$ cat config.mk
export PLATFORM = sky130hd
export DESIGN_NAME = servant_spi_slave_ctrl_flat
export DESIGN_NICKNAME = d
export VERILOG_FILES = /design/src/rtl/servant_spi_pkg.sv /design/src/rtl/servant_spi_slave_ctrl_if.sv /design/src/rtl/servant_spi_sync.sv /design/src/rtl/servant_spi_slave_ctrl.sv /design/src/flat_wrapper.sv
export SDC_FILE = /design/constraint.sdc
export NUM_CORES = 1
export LEC_CHECK = 0
export ABC_CLOCK_PERIOD_IN_PS = 4600
export BUFFER_PORTS_ARGS = -buffer_cell sky130_fd_sc_hd__buf_4
export CAP_MARGIN = 15
export CORE_ASPECT_RATIO = 0.75
export CORE_UTILIZATION = 62
export DETAILED_ROUTE_END_ITERATION = 12
export GPL_ROUTABILITY_DRIVEN = 0
export GPL_TIMING_DRIVEN = 0
export MAX_ROUTING_LAYER = met4
export PLACE_DENSITY = 0.84
export SYNTH_ARGS = -nofsm -noshare
export SYNTH_HDL_FRONTEND = slang
export SYNTH_HIERARCHICAL = 1
export SYNTH_SLANG_ARGS = --single-unit
$ cat constraint.sdc
create_clock -name i_clk -period 4.6 [get_ports i_clk]
set_input_delay 0.92 -clock i_clk [delete_from_list [all_inputs] [get_ports i_clk]]
set_output_delay 0.92 -clock i_clk [all_outputs]
set_load 0.05 [all_outputs]
$ cat src/rtl/servant_spi_pkg.sv
// servant_spi_pkg: command codes, address framing and FSM state encoding for the SPI slave.
package servant_spi_pkg;
  localparam logic [7:0] CMD_READ   = 8'h03;
  localparam logic [7:0] CMD_WRITE  = 8'h02;
  localparam int         ADDR_BYTES = 3;
  typedef enum logic [2:0] {
    ST_IDLE, ST_CMD, ST_RADDR, ST_WADDR, ST_READ, ST_WRITE, ST_IGNORE
  } state_t;
endpackage

$ cat src/rtl/servant_spi_slave_ctrl_if.sv
// servant_spi_slave_ctrl_if: SPI pins plus byte-wide RAM port seen from the slave controller.
interface servant_spi_slave_ctrl_if #(parameter int aw = 18);
  logic          i_sclk;
  logic          i_cs_n;
  logic          i_mosi;
  logic          o_miso;
  logic [aw-1:0] o_addr;
  logic [7:0]    o_wdata;
  logic          o_we;
  logic          o_re;
  logic [7:0]    i_rdata;
  logic          o_active;
  modport slave (input i_sclk, i_cs_n, i_mosi, i_rdata,
                 output o_miso, o_addr, o_wdata, o_we, o_re, o_active);
  modport master (output i_sclk, i_cs_n, i_mosi, i_rdata,
                  input o_miso, o_addr, o_wdata, o_we, o_re, o_active);
endinterface

$ cat src/rtl/servant_spi_sync.sv
// servant_spi_sync: 2-FF synchronizer with one-cycle rise/fall pulses on the synced level.
module servant_spi_sync (
  input  logic i_clk,
  input  logic i_rst_n,
  input  logic i_d,
  output logic o_rise,
  output logic o_fall
);
  logic [2:0] r_s;
  // Resetting to 0 means a chip select already low at reset release produces no fall.
  always_ff @(posedge i_clk or negedge i_rst_n)
    if (!i_rst_n) r_s <= 3'b000;
    else r_s <= {r_s[1:0], i_d};
  assign o_rise = r_s[1] & ~r_s[2];
  assign o_fall = ~r_s[1] & r_s[2];
endmodule

$ cat src/rtl/servant_spi_slave_ctrl.sv
// servant_spi_slave_ctrl: serial-SRAM style SPI slave (READ 0x03 / WRITE 0x02, 24-bit address)
// driving single-byte RAM accesses with auto-increment, fully oversampled in the i_clk domain.
module servant_spi_slave_ctrl
  import servant_spi_pkg::*;
#(
  parameter int depth = 65536,
  parameter int aw    = $clog2(depth) + 2
) (
  input logic i_clk,
  input logic i_rst_n,
  servant_spi_slave_ctrl_if.slave bus
);
  localparam int          SW      = ADDR_BYTES * 8;
  localparam logic [1:0]  LAST_AB = 2'(ADDR_BYTES - 1);
  localparam logic [aw-1:0] ONE   = {{(aw-1){1'b0}}, 1'b1};
  logic          w_sclk_rise, w_sclk_fall, w_cs_rise, w_cs_fall, w_byte_done;
  logic [SW-1:0] w_sr_next;
  logic [7:0]    w_byte;
  logic [1:0]    r_mosi;
  state_t        r_state;
  logic [2:0]    r_bit;
  logic [1:0]    r_bcnt;
  logic [SW-1:0] r_sr;
  logic [7:0]    r_tx, r_wdata;
  logic [aw-1:0] r_addr;
  logic          r_we, r_re, r_active;
  servant_spi_sync u_sclk (.i_clk(i_clk), .i_rst_n(i_rst_n), .i_d(bus.i_sclk),
                           .o_rise(w_sclk_rise), .o_fall(w_sclk_fall));
  servant_spi_sync u_cs (.i_clk(i_clk), .i_rst_n(i_rst_n), .i_d(bus.i_cs_n),
                         .o_rise(w_cs_rise), .o_fall(w_cs_fall));
  assign w_sr_next   = {r_sr[SW-2:0], r_mosi[1]};
  assign w_byte      = w_sr_next[7:0];
  assign w_byte_done = w_sclk_rise & (r_bit == 3'd7);
  always_ff @(posedge i_clk or negedge i_rst_n)
    if (!i_rst_n) begin
      r_mosi   <= 2'b00;
      r_state  <= ST_IDLE;
      r_bit    <= 3'd0;
      r_bcnt   <= 2'd0;
      r_sr     <= '0;
      r_tx     <= 8'h00;
      r_wdata  <= 8'h00;
      r_addr   <= '0;
      r_we     <= 1'b1;
      r_re     <= 1'b0;
      r_active <= 1'b0;
    end else begin
      r_mosi <= {r_mosi[0], bus.i_mosi};
      r_re   <= 1'b0;
      r_we   <= 1'b1;
      if (!r_we) r_addr <= r_addr + ONE;
      // The fall right after a byte's 8th rise keeps bit7 of the freshly loaded byte on MISO.
      if (r_re) r_tx <= bus.i_rdata;
      else if (w_sclk_fall && r_bit != 3'd0) r_tx <= {r_tx[6:0], 1'b0};
      if (w_sclk_rise) begin
        r_sr  <= w_sr_next;
        r_bit <= r_bit + 3'd1;
      end
      if (w_cs_rise) begin
        r_state  <= ST_IDLE;
        r_active <= 1'b0;
        r_tx     <= 8'h00;
        r_bit    <= 3'd0;
        r_bcnt   <= 2'd0;
      end else
        case (r_state)
          ST_IDLE: begin
            r_bit  <= 3'd0;
            r_bcnt <= 2'd0;
            r_tx   <= 8'h00;
            if (w_cs_fall) r_state <= ST_CMD;
          end
          ST_CMD:
            if (w_byte_done) begin
              r_active <= 1'b1;
              r_bcnt   <= 2'd0;
              r_state  <= w_byte == CMD_READ ? ST_RADDR : w_byte == CMD_WRITE ? ST_WADDR : ST_IGNORE;
            end
          ST_RADDR, ST_WADDR:
            if (w_byte_done) begin
              r_bcnt <= r_bcnt + 2'd1;
              if (r_bcnt == LAST_AB) begin
                r_addr  <= w_sr_next[aw-1:0];
                r_re    <= r_state == ST_RADDR;
                r_state <= r_state == ST_RADDR ? ST_READ : ST_WRITE;
              end
            end
          ST_READ:
            if (w_byte_done) begin
              r_addr <= r_addr + ONE;
              r_re   <= 1'b1;
            end
          ST_WRITE:
            if (w_byte_done) begin
              r_wdata <= w_byte;
              r_we    <= 1'b0;
            end
          default: ;
        endcase
    end
  assign bus.o_miso   = r_tx[7];
  assign bus.o_addr   = r_addr;
  assign bus.o_wdata  = r_wdata;
  assign bus.o_we     = r_we;
  assign bus.o_re     = r_re;
  assign bus.o_active = r_active;
endmodule

$ cat src/flat_wrapper.sv
// flat-port wrapper written by rule: the top's interface ports become plain ports
module servant_spi_slave_ctrl_flat import servant_spi_pkg::*;
#(
  parameter int depth = 65536,
  parameter int aw    = $clog2(depth) + 2
)
  (i_clk, i_rst_n, bus_i_sclk, bus_i_cs_n, bus_i_mosi, bus_i_rdata, bus_o_miso, bus_o_addr, bus_o_wdata, bus_o_we, bus_o_re, bus_o_active);
  servant_spi_slave_ctrl_if #(.aw(aw)) bus_i ();
  input logic i_clk;
  input logic i_rst_n;
  input wire logic [$bits(bus_i.i_sclk)-1:0] bus_i_sclk;
  input wire logic [$bits(bus_i.i_cs_n)-1:0] bus_i_cs_n;
  input wire logic [$bits(bus_i.i_mosi)-1:0] bus_i_mosi;
  input wire logic [$bits(bus_i.i_rdata)-1:0] bus_i_rdata;
  output wire logic [$bits(bus_i.o_miso)-1:0] bus_o_miso;
  output wire logic [$bits(bus_i.o_addr)-1:0] bus_o_addr;
  output wire logic [$bits(bus_i.o_wdata)-1:0] bus_o_wdata;
  output wire logic [$bits(bus_i.o_we)-1:0] bus_o_we;
  output wire logic [$bits(bus_i.o_re)-1:0] bus_o_re;
  output wire logic [$bits(bus_i.o_active)-1:0] bus_o_active;
  assign bus_i.i_sclk = bus_i_sclk;
  assign bus_i.i_cs_n = bus_i_cs_n;
  assign bus_i.i_mosi = bus_i_mosi;
  assign bus_i.i_rdata = bus_i_rdata;
  assign bus_o_miso = bus_i.o_miso;
  assign bus_o_addr = bus_i.o_addr;
  assign bus_o_wdata = bus_i.o_wdata;
  assign bus_o_we = bus_i.o_we;
  assign bus_o_re = bus_i.o_re;
  assign bus_o_active = bus_i.o_active;
  servant_spi_slave_ctrl #(.depth(depth), .aw(aw)) u_core (.i_clk(i_clk), .i_rst_n(i_rst_n), .bus(bus_i));
endmodule
==> metrics.cfg, run 1 <==
[critical_path]
worstSetupPathType = reg -> reg
critPathCaptureType = flop
start_kind = flop
worstPathMaxFanout = 10
crit_required_ns = 4.85
cp.arrival_ns = 2.61

[drt]
drc = 0
drt_iter0_drc = 240
routedWlPerCell_um = 16.7
ant_nets = 0
routed_wl_um = 7610
dr.pass1.iters = 6
via_count = 2824
routed_via_density = 6.19

[grt]
antenna_found_initial = 0
grt_pass1_wl_um = 12600
overflow = 0
grt_max_degree = 71
grt_usage_pct = 29.6
grt_pass1_vias = 2665

[timing]
tns_ns = 0
fin_skew_ns = 0.00829
slew_violations = 0
relSlewSlack_pct = 42.7
rsz0062_at_grt = no
period_minus_slack_ns = 2.36
hold_violations = 0
fmaxAchievable_mhz = 423
min_period_over_period_pct = 51.4
tightest_slew_ns = 0.860
setup_viol = 0

[clocking]
cts_hold_buf = 0
cts_buffer_depth = 2
htreeDepth = 3
cts_setup_buffers = 0
clock_latency_ns = 0.35
clkTransAtPathRegs_ns = 0.07
cts_tree = done
clkSinkCount = 70
cts-root-buf = clkbuf_8
cts_inserted_buffers = 9
cts_resized = 0

[flow_run]
cap_viol_max_count = 0

[final_layout]
nFillCells = 351
antenna_cells = 0
area_growth_pct = 16.8
drive_gt1_share_pct = 28.1
nets = 395
layout_commonest_cell = dfrtp_1
final_cell_mix = dfrtp_1 (69), buf_4 (45), mux2_2 (32), nor2_1 (26), a21oi_1 (16)

[logic_synthesis]
synth_edf_count = 0
ys_types = 64
syn_nets = 342
syn_avg_cell_area_um2 = 11.0
ys_warn_count = 6
async_reset_ff_share_pct = 100
synthCells = 324
synth_area_um2 = 3560
ys.flop_type = dfrtp_1
synth-seq-cells = 70
ys_seq_area_share_pct = 49.2

[placement]
placement.io_buffers = 42
dpl.hpwl_um = 5300

[pwr]
power_mw = 1.34
ir_drop_v = 0.000189
total_leakage_power_nw = 1.88
power_density_nw_per_um2 = 323

[hold_path]
hp-class = reg -> reg

[floorplan]
start_util_pct = 65.5
fp.dieH_um = 67.6
ios = 43
die_x_um = 89.5
core_um2 = 5440
die_area_um2 = 6050
num_rows = 23

[run_status]
status = complete, no violations

-- path summary, 6_finish.rpt --
check	start	endpoint	slack [ns]	depth (start not counted)
worst min-delay path	u_core/u_sclk/r_s[0]	u_core/u_sclk/r_s[1]	0.35	0
worst min register to register	u_core/u_sclk/r_s[0]	u_core/u_sclk/r_s[1]	0.35	0
worst max register to register	u_core/r_bit[0]	u_core/bus.o_addr[14]	2.24	8
max in group asynchronous	i_rst_n	u_core/bus.o_wdata[7]	3.36	1
min in group asynchronous	i_rst_n	u_core/r_sr[14]	0.68	1
worst max-delay path	u_core/r_bit[0]	u_core/bus.o_addr[14]	2.24	8
-- Yosys cell counts, types with 2 or more instances --
library cell  number  area share, %
a21oi_1           16            2.2
nor2b_1            4           0.70
nor2_1            26            2.7
o21ai_1            3           0.42
mux2i_1           11            3.1
buf_4              3           0.63
o31ai_1            2           0.42
ha_1               5            1.8
o22ai_1            8            1.4
inv_1              8           0.84
nor3_1            12            1.7
nor4_1             4           0.70
dfrtp_1           69             48
a211oi_1           2           0.42
clkbuf_1           9           0.95
a21o_1             5            1.1
buf_1              3           0.32
nand3_1            8            1.1
xor2_1             7            1.7
a2bb2oi_1          3           0.74
and2_1             2           0.35
xnor2_1            8            2.0
a31oi_1            5           0.88
or2_2              2           0.35
nand2b_1           2           0.35
a22oi_1            5            1.1
mux2_2            32             10
and3_1             4           0.70
o21ai_0            3           0.42
a311oi_1           3           0.74
and2b_2            2           0.49
a41o_1             2           0.56
nand2_1           13            1.4
nand4_1            3           0.53
-- per-layer routing --
metal / routed length, um / GRT usage (%) / up-vias
li1: - / - / 1294
met1: 3440 / 40.7 / 1384
met2: 3470 / 42.9 / 129
met3: 559 / 6.11 / 17
met4: 138 / 12.7 / 0
met5: 0 / - / -
-- critical path: stages (launching register included) --
cell      delay (ns)
dfrtp_1         0.39
ha_1            0.18
ha_1            0.21
and3b_1         0.28
nand3_1         0.21
nor2_1          0.33
clkbuf_1        0.39
a311oi_1        0.09
a21o_1          0.19
-- registers in the layout, indices dropped and copies added (netlist names) --
| signal | count |
|---|---|
| u_core/r_tx | 8 |
| u_core/r_mosi | 2 |
| u_core/bus.o_addr | 18 |
| u_core/r_bit | 3 |
| u_core/u_sclk/r_s | 3 |
| u_core/u_cs/r_s | 3 |
| u_core/bus.o_re | 1 |
| u_core/bus.o_active | 1 |
| u_core/bus.o_wdata | 8 |
| u_core/r_state | 3 |
| u_core/bus.o_we | 1 |
| u_core/r_sr | 17 |
| u_core/r_bcnt | 2 |
-- kinds of logic after synthesis --
logic type,count (synthesis),synth area share (%)
and+or+nand+nor,94,14.2
AOI/OAI and AO/OA,71,14.5
DFF,70,49.2
muxes,43,13.2
buffers and inverters,26,3.34
xor gates and xnor gates,15,3.69
adders and majority gates,5,1.76
-- stage by stage --
step | hold WS, ns | cell area [um^2] | util (%) | setup WS (ns) | instances
final | 0.349 | 4160 | 76.5 | 2.24 | 456
after global routing | 0.359 | 4160 | 76.5 | 2.00 | 456
after CTS | 0.352 | 4160 | 76.5 | 2.27 | 456
after detailed placement | 0.336 | 3970 | 73.0 | 2.31 | 441
after global placement | 0.332 | 3970 | 73.0 | 2.32 | 441
after floorplan | 0.331 | 3560 | - | 2.30 | 324
-- report_power, final --
part           internal, mW  switching (mW)  total (mW)  leakage, nW
logic                0.0645          0.0476       0.112        0.865
registers             0.680          0.0706       0.751        0.924
clock network         0.260           0.220       0.480       0.0952
-- final cells by class --
| cell class | count | area (um^2) | share of cell area (%) |
|---|---|---|---|
| flip-flops and latches | 70 | 1750 | 42.1 |
| multi-input cells | 228 | 1690 | 40.6 |
| repair buffers | 42 | 315 | 7.58 |
| clock buffers | 11 | 141 | 3.40 |
| well taps | 75 | 93.8 | 2.26 |
| plain buffers | 18 | 88.8 | 2.14 |
| clock inverters | 4 | 47.5 | 1.14 |
| inverters | 8 | 30.0 | 0.722 |
(Power assumes the default switching activity.)
==> run 2: changes to the inputs <==
Settings changed: ABC_CLOCK_PERIOD_IN_PS 4600 to 2470, CORE_UTILIZATION 62 to 58, PLACE_DENSITY 0.84 to 0.8.
Clock period 4.6 ns to 2.47 ns, I/O delays scaled along.
==> run 2 against run 1 <==
Global-route usage decreased by 3.5 points. Hold slack got worse by 0.092 ns. Largest cell class unchanged. Register-to-register slack got worse by 2.0 ns. Count of clock-buffer cells in the layout increased by 1. Utilization decreased by 5.0 points. Wire length increased by 0.46%. Flip-flop and latch count unchanged. First-iteration DRC count decreased by 4.6%. Final cell count increased by 0.88%. Worst setup slack got worse by 2.0 ns. Combinational power increased by 81%.
==> metrics.cfg, run 2 (synthesized netlist as in run 1, its figures left out) <==
[critical_path]
worstPathMaxFanout = 10
cp-startpoint = u_core/r_bit[0]
start_kind = flop
cp.arrival_ns = 2.45
worstSetupPathType = reg -> reg
crit_required_ns = 2.70
critPathCaptureType = flop
r2r_start = u_core/r_bit[0]

[clocking]
cts_buffer_depth = 2
cts_setup_buffers = 0
cts_inserted_buffers = 9
clkTransAtPathRegs_ns = 0.07
clock_latency_ns = 0.34
htreeDepth = 3
cts-root-buf = clkbuf_8
cts_hold_buf = 0
cts_tree = done
clkSinkCount = 70

[final_layout]
nets = 395
final-seq-area_um2 = 1750
nFillCells = 430
final_cell_mix = dfrtp_1 (69), buf_4 (45), mux2_2 (32), nor2_1 (26), a21oi_1 (16)
final_core_util_pct = 71.5
largest_register_ffs = 18
multi_input_area_um2 = 1700
drive_gt1_share_pct = 29.1
antenna_cells = 0
area_growth_pct = 17.6
layout_commonest_cell = dfrtp_1

[drt]
ant_nets = 0
drt_iter0_drc = 229
dr.pass1.iters = 7
routedWlPerCell_um = 16.6
drc = 0
routed_wl_um = 7640
via_count = 2824
routed_via_density = 6.14

[floorplan]
num_rows = 24
die_area_um2 = 6460
start_util_pct = 60.8
fp.dieH_um = 69.9
die_x_um = 92.5
ios = 43
core_um2 = 5860

[timing]
hold_violations = 0
tightest_slew_ns = 0.855
hold_ws_ns = 0.257
slew_violations = 0
fin_skew_ns = 0.00714
min_period_over_period_pct = 89.7
relSlewSlack_pct = 43.0
setup_viol = 0
fmaxAchievable_mhz = 451
rsz0062_at_grt = no
tns_ns = 0
period_minus_slack_ns = 2.21

[flow_run]
cap_viol_max_count = 0

[run_status]
status = complete, no violations

[grt]
grt_pass1_vias = 2565
overflow = 0
grt_pass1_wl_um = 12600
grt_max_degree = 71
antenna_found_initial = 0
grt_usage_pct = 26.1

[hold_path]
hp-class = in -> async

[pwr]
total_leakage_power_nw = 1.90
power_density_nw_per_um2 = 602
ir_drop_v = 0.000446

[placement]
placement.io_buffers = 42
dpl.hpwl_um = 5360

==> run 2: path summary, 6_finish.rpt <==
path | end | slack (ns) | cells after the start
setup reg to reg | u_core/bus.o_addr[14] | 0.26 | 8
max in group asynchronous | u_core/r_sr[2] | 1.64 | 1
min in group i_clk | u_core/u_cs/r_s[0] | 0.26 | 1
hold reg to reg | u_core/u_cs/r_s[1] | 0.36 | 0
hold / removal | u_core/r_sr[15] | 0.26 | 1
setup / recovery | u_core/bus.o_addr[14] | 0.26 | 8
==> run 2: critical path, stage by stage (launching register included) <==
cell and delay [ns]:
dfrtp_1 0.39, ha_1 0.18, ha_1 0.19, and3b_1 0.28
nand3_1 0.21, nor2_1 0.34, clkbuf_2 0.28, a311oi_1 0.07
a21o_1 0.18
==> run 2: through the flow <==
step | std cells | worst slack, ns | area, um^2 | total power, mW
floorplan | 324 | 0.169 | 3560 | 1.51
global route | 460 | 0.107 | 4190 | 2.63
global placement | 444 | 0.186 | 3970 | 1.61
CTS | 460 | 0.159 | 4170 | 2.54
finish | 460 | 0.255 | 4190 | 2.52
detailed placement | 444 | 0.195 | 3970 | 1.62
==> run 2: power by group <==
group / switching [mW] / total [mW] / internal (mW)
clock: 0.404 / 0.921 / 0.517
combinational: 0.0833 / 0.203 / 0.120
sequential: 0.129 / 1.40 / 1.27
total: 0.617 / 2.52 / 1.90
==> run 2: cell type report <==
cell class | count | share of cell area [%]
timing repair buffer | 42 | 7.53
inverter | 8 | 0.717
clock inverter | 4 | 1.08
sequential | 70 | 41.9
clock buffer | 12 | 3.71
buffer | 18 | 2.15
multi-input combinational | 228 | 40.6
tap | 78 | 2.33
==> run 2: what timing repair did <==
item / in CTS / in global routing
resized for setup: 0 / 4
setup endpoints to repair: 0 / 2
endpoints found under the hold margin: 0 / 0
==> run 2: layer usage <==
| layer | part of all wire, % | vias up | GRT usage [%] |
|---|---|---|---|
| li1 | - | 1297 | - |
| met1 | 45 | 1383 | 37.9 |
| met2 | 46 | 126 | 37.0 |
| met3 | 7.8 | 18 | 6.97 |
| met4 | 1.1 | 0 | 5.90 |
| met5 | 0 | - | - |
==> run 3: changes to the inputs <==
Settings changed: ABC_CLOCK_PERIOD_IN_PS 2470 to 2000, CORE_UTILIZATION 58 to 52, PLACE_DENSITY 0.8 to 0.75.
Clock period 2.47 ns to 2 ns, I/O delays scaled along.
==> run 3 against run 2 <==
Flip-flop and latch count is the same. Clock skew is essentially flat. Wire length rose by 14%. First-iteration DRC count decreased by 17%. Register-to-register slack worse by 0.20 ns. Combinational power rose by 32%. Critical path type unchanged. Largest power group unchanged.
==> metrics.cfg, run 3 (synthesized netlist as in run 1, its figures left out) <==
[timing]
fmaxAchievable_mhz = 513
period_minus_slack_ns = 1.95
relSlewSlack_pct = 42.6
tightest_slew_ns = 0.861
min_period_over_period_pct = 97.4
setup_viol = 0
fin_skew_ns = 0.00679
tns_ns = 0
hold_violations = 0
slew_violations = 0

[final_layout]
final_cell_mix = dfrtp_1 (60), buf_4 (54), mux2_2 (32), nor2_1 (23), a21oi_1 (16)
final-seq-area_um2 = 1760
nets = 404
fin_area_um2 = 4440
nFillCells = 508
final_core_util_pct = 68.9
layout_commonest_cell = dfrtp_1
drive_gt1_share_pct = 39.1
antenna_cells = 0
fin_cells = 472
multi_input_area_um2 = 1850
largest_register_ffs = 18
area_growth_pct = 24.6

[floorplan]
core_um2 = 6440
die_area_um2 = 7190
fp.dieH_um = 73.7
num_rows = 25
die_x_um = 97.6
start_util_pct = 55.3
ios = 43

[critical_path]
reg2reg_depth = 8
cp_slowest_stage_delay_ns = 0.46
worstSetupPathType = reg -> reg
critPathCaptureType = flop
crit_required_ns = 2.28
start_kind = flop
path_depth = 8
cp.arrival_ns = 2.23
slowest_stage = dfrtp_2
worstPathMaxFanout = 9
path_cells = or3b_4 > buf_6 > o31ai_4 > buf_12 > buf_4 > nand2_1 > o22ai_1 > o32a_1
crit_family = compound AO/OA/AOI/OAI gates
cp_num_buf_inv = 3

[clocking]
cts-root-buf = clkbuf_8
htreeDepth = 3
cts_inserted_buffers = 9
cts_tree = done
cts_buffer_depth = 2
clock_latency_ns = 0.35
clkTransAtPathRegs_ns = 0.07
clkSinkCount = 70

[grt]
grt_pass1_wl_um = 13800
grt_max_degree = 71
antenna_found_initial = 0
grt_pass1_vias = 2699
overflow = 0
grt_usage_pct = 26.1

[placement]
dp_cells = 447
post_dp_cell_area_um2 = 4010
placement.io_buffers = 42
dpl.hpwl_um = 5550

[pwr]
ir_drop_v = 0.000512
power_density_nw_per_um2 = 686
total_leakage_power_nw = 1.99
power_mw = 3.04

[drt]
drt_iter0_drc = 190
drc = 0
routed_wl_um = 8730
routedWlPerCell_um = 18.5
via_count = 2880
ant_nets = 0
dr.pass1.iters = 4
routed_via_density = 6.10

[hold_path]
hp-class = in -> async

[run_status]
status = complete, no violations

[flow_run]
cap_viol_max_count = 0

==> run 3: final timing paths <==
| path | start | endpoint | slack [ns] |
|---|---|---|---|
| setup reg to reg | u_core/r_state[0] | u_core/bus.o_addr[8] | 0.05 |
| max in group asynchronous | i_rst_n | u_core/bus.o_addr[7] | 1.22 |
| hold / removal | i_rst_n | u_core/r_tx[3] | 0.16 |
| setup / recovery | u_core/r_state[0] | u_core/bus.o_addr[8] | 0.05 |
| min in group i_clk | bus_i_cs_n | u_core/u_cs/r_s[0] | 0.16 |
| hold reg to reg | u_core/u_sclk/r_s[0] | u_core/u_sclk/r_s[1] | 0.36 |
==> run 3: area by class of cell <==
type	count	share of cell area (%)
buffer	15	2.17
clock buffer	15	3.98
clock inverter	1	0.113
inverter	8	0.677
multi-input combinational	228	41.6
sequential	70	39.8
tap	81	2.28
timing repair buffer	54	9.42
==> run 3: per-stage QoR <==
stage                     worst slack, ns  hold WS (ns)
after floorplan                   -0.0139         0.104
after CTS                        -0.00200         0.142
final                              0.0523         0.157
after detailed placement           -0.345         0.339
after global routing              -0.0148         0.146
after global placement             -0.352         0.336
==> run 3: routing by layer <==
layer	track usage [%]	wire (um)	vias up
met1	36.1	4020	1441
met4	8.50	105	0
met3	5.99	529	12
met2	38.5	4080	100
met5	-	0	-
li1	-	-	1327
==> run 3: repair_timing <==
item	4_1_cts	5_1_grt
endpoints found under the hold margin	0	0
setup buffers	4	8
endpoints found under the setup margin	28	19
gates resized for setup	18	26
pin swaps	3	10
hold buffers	0	0
==> run 3: power by group <==
group / total, mW / switching [mW] / internal [mW]
clock network: 1.06 / 0.504 / 0.552
logic: 0.268 / 0.114 / 0.154
registers: 1.72 / 0.153 / 1.57
==> run 3: worst register-to-register path, delay by kind of cell (launching register included) <==
family / cells / cell delay, ns
AND/OR/NAND/NOR: 2 / 0.45
AO/OA/AOI/OAI: 3 / 0.54
flip-flops: 1 / 0.46
buffers and inverters: 3 / 0.44
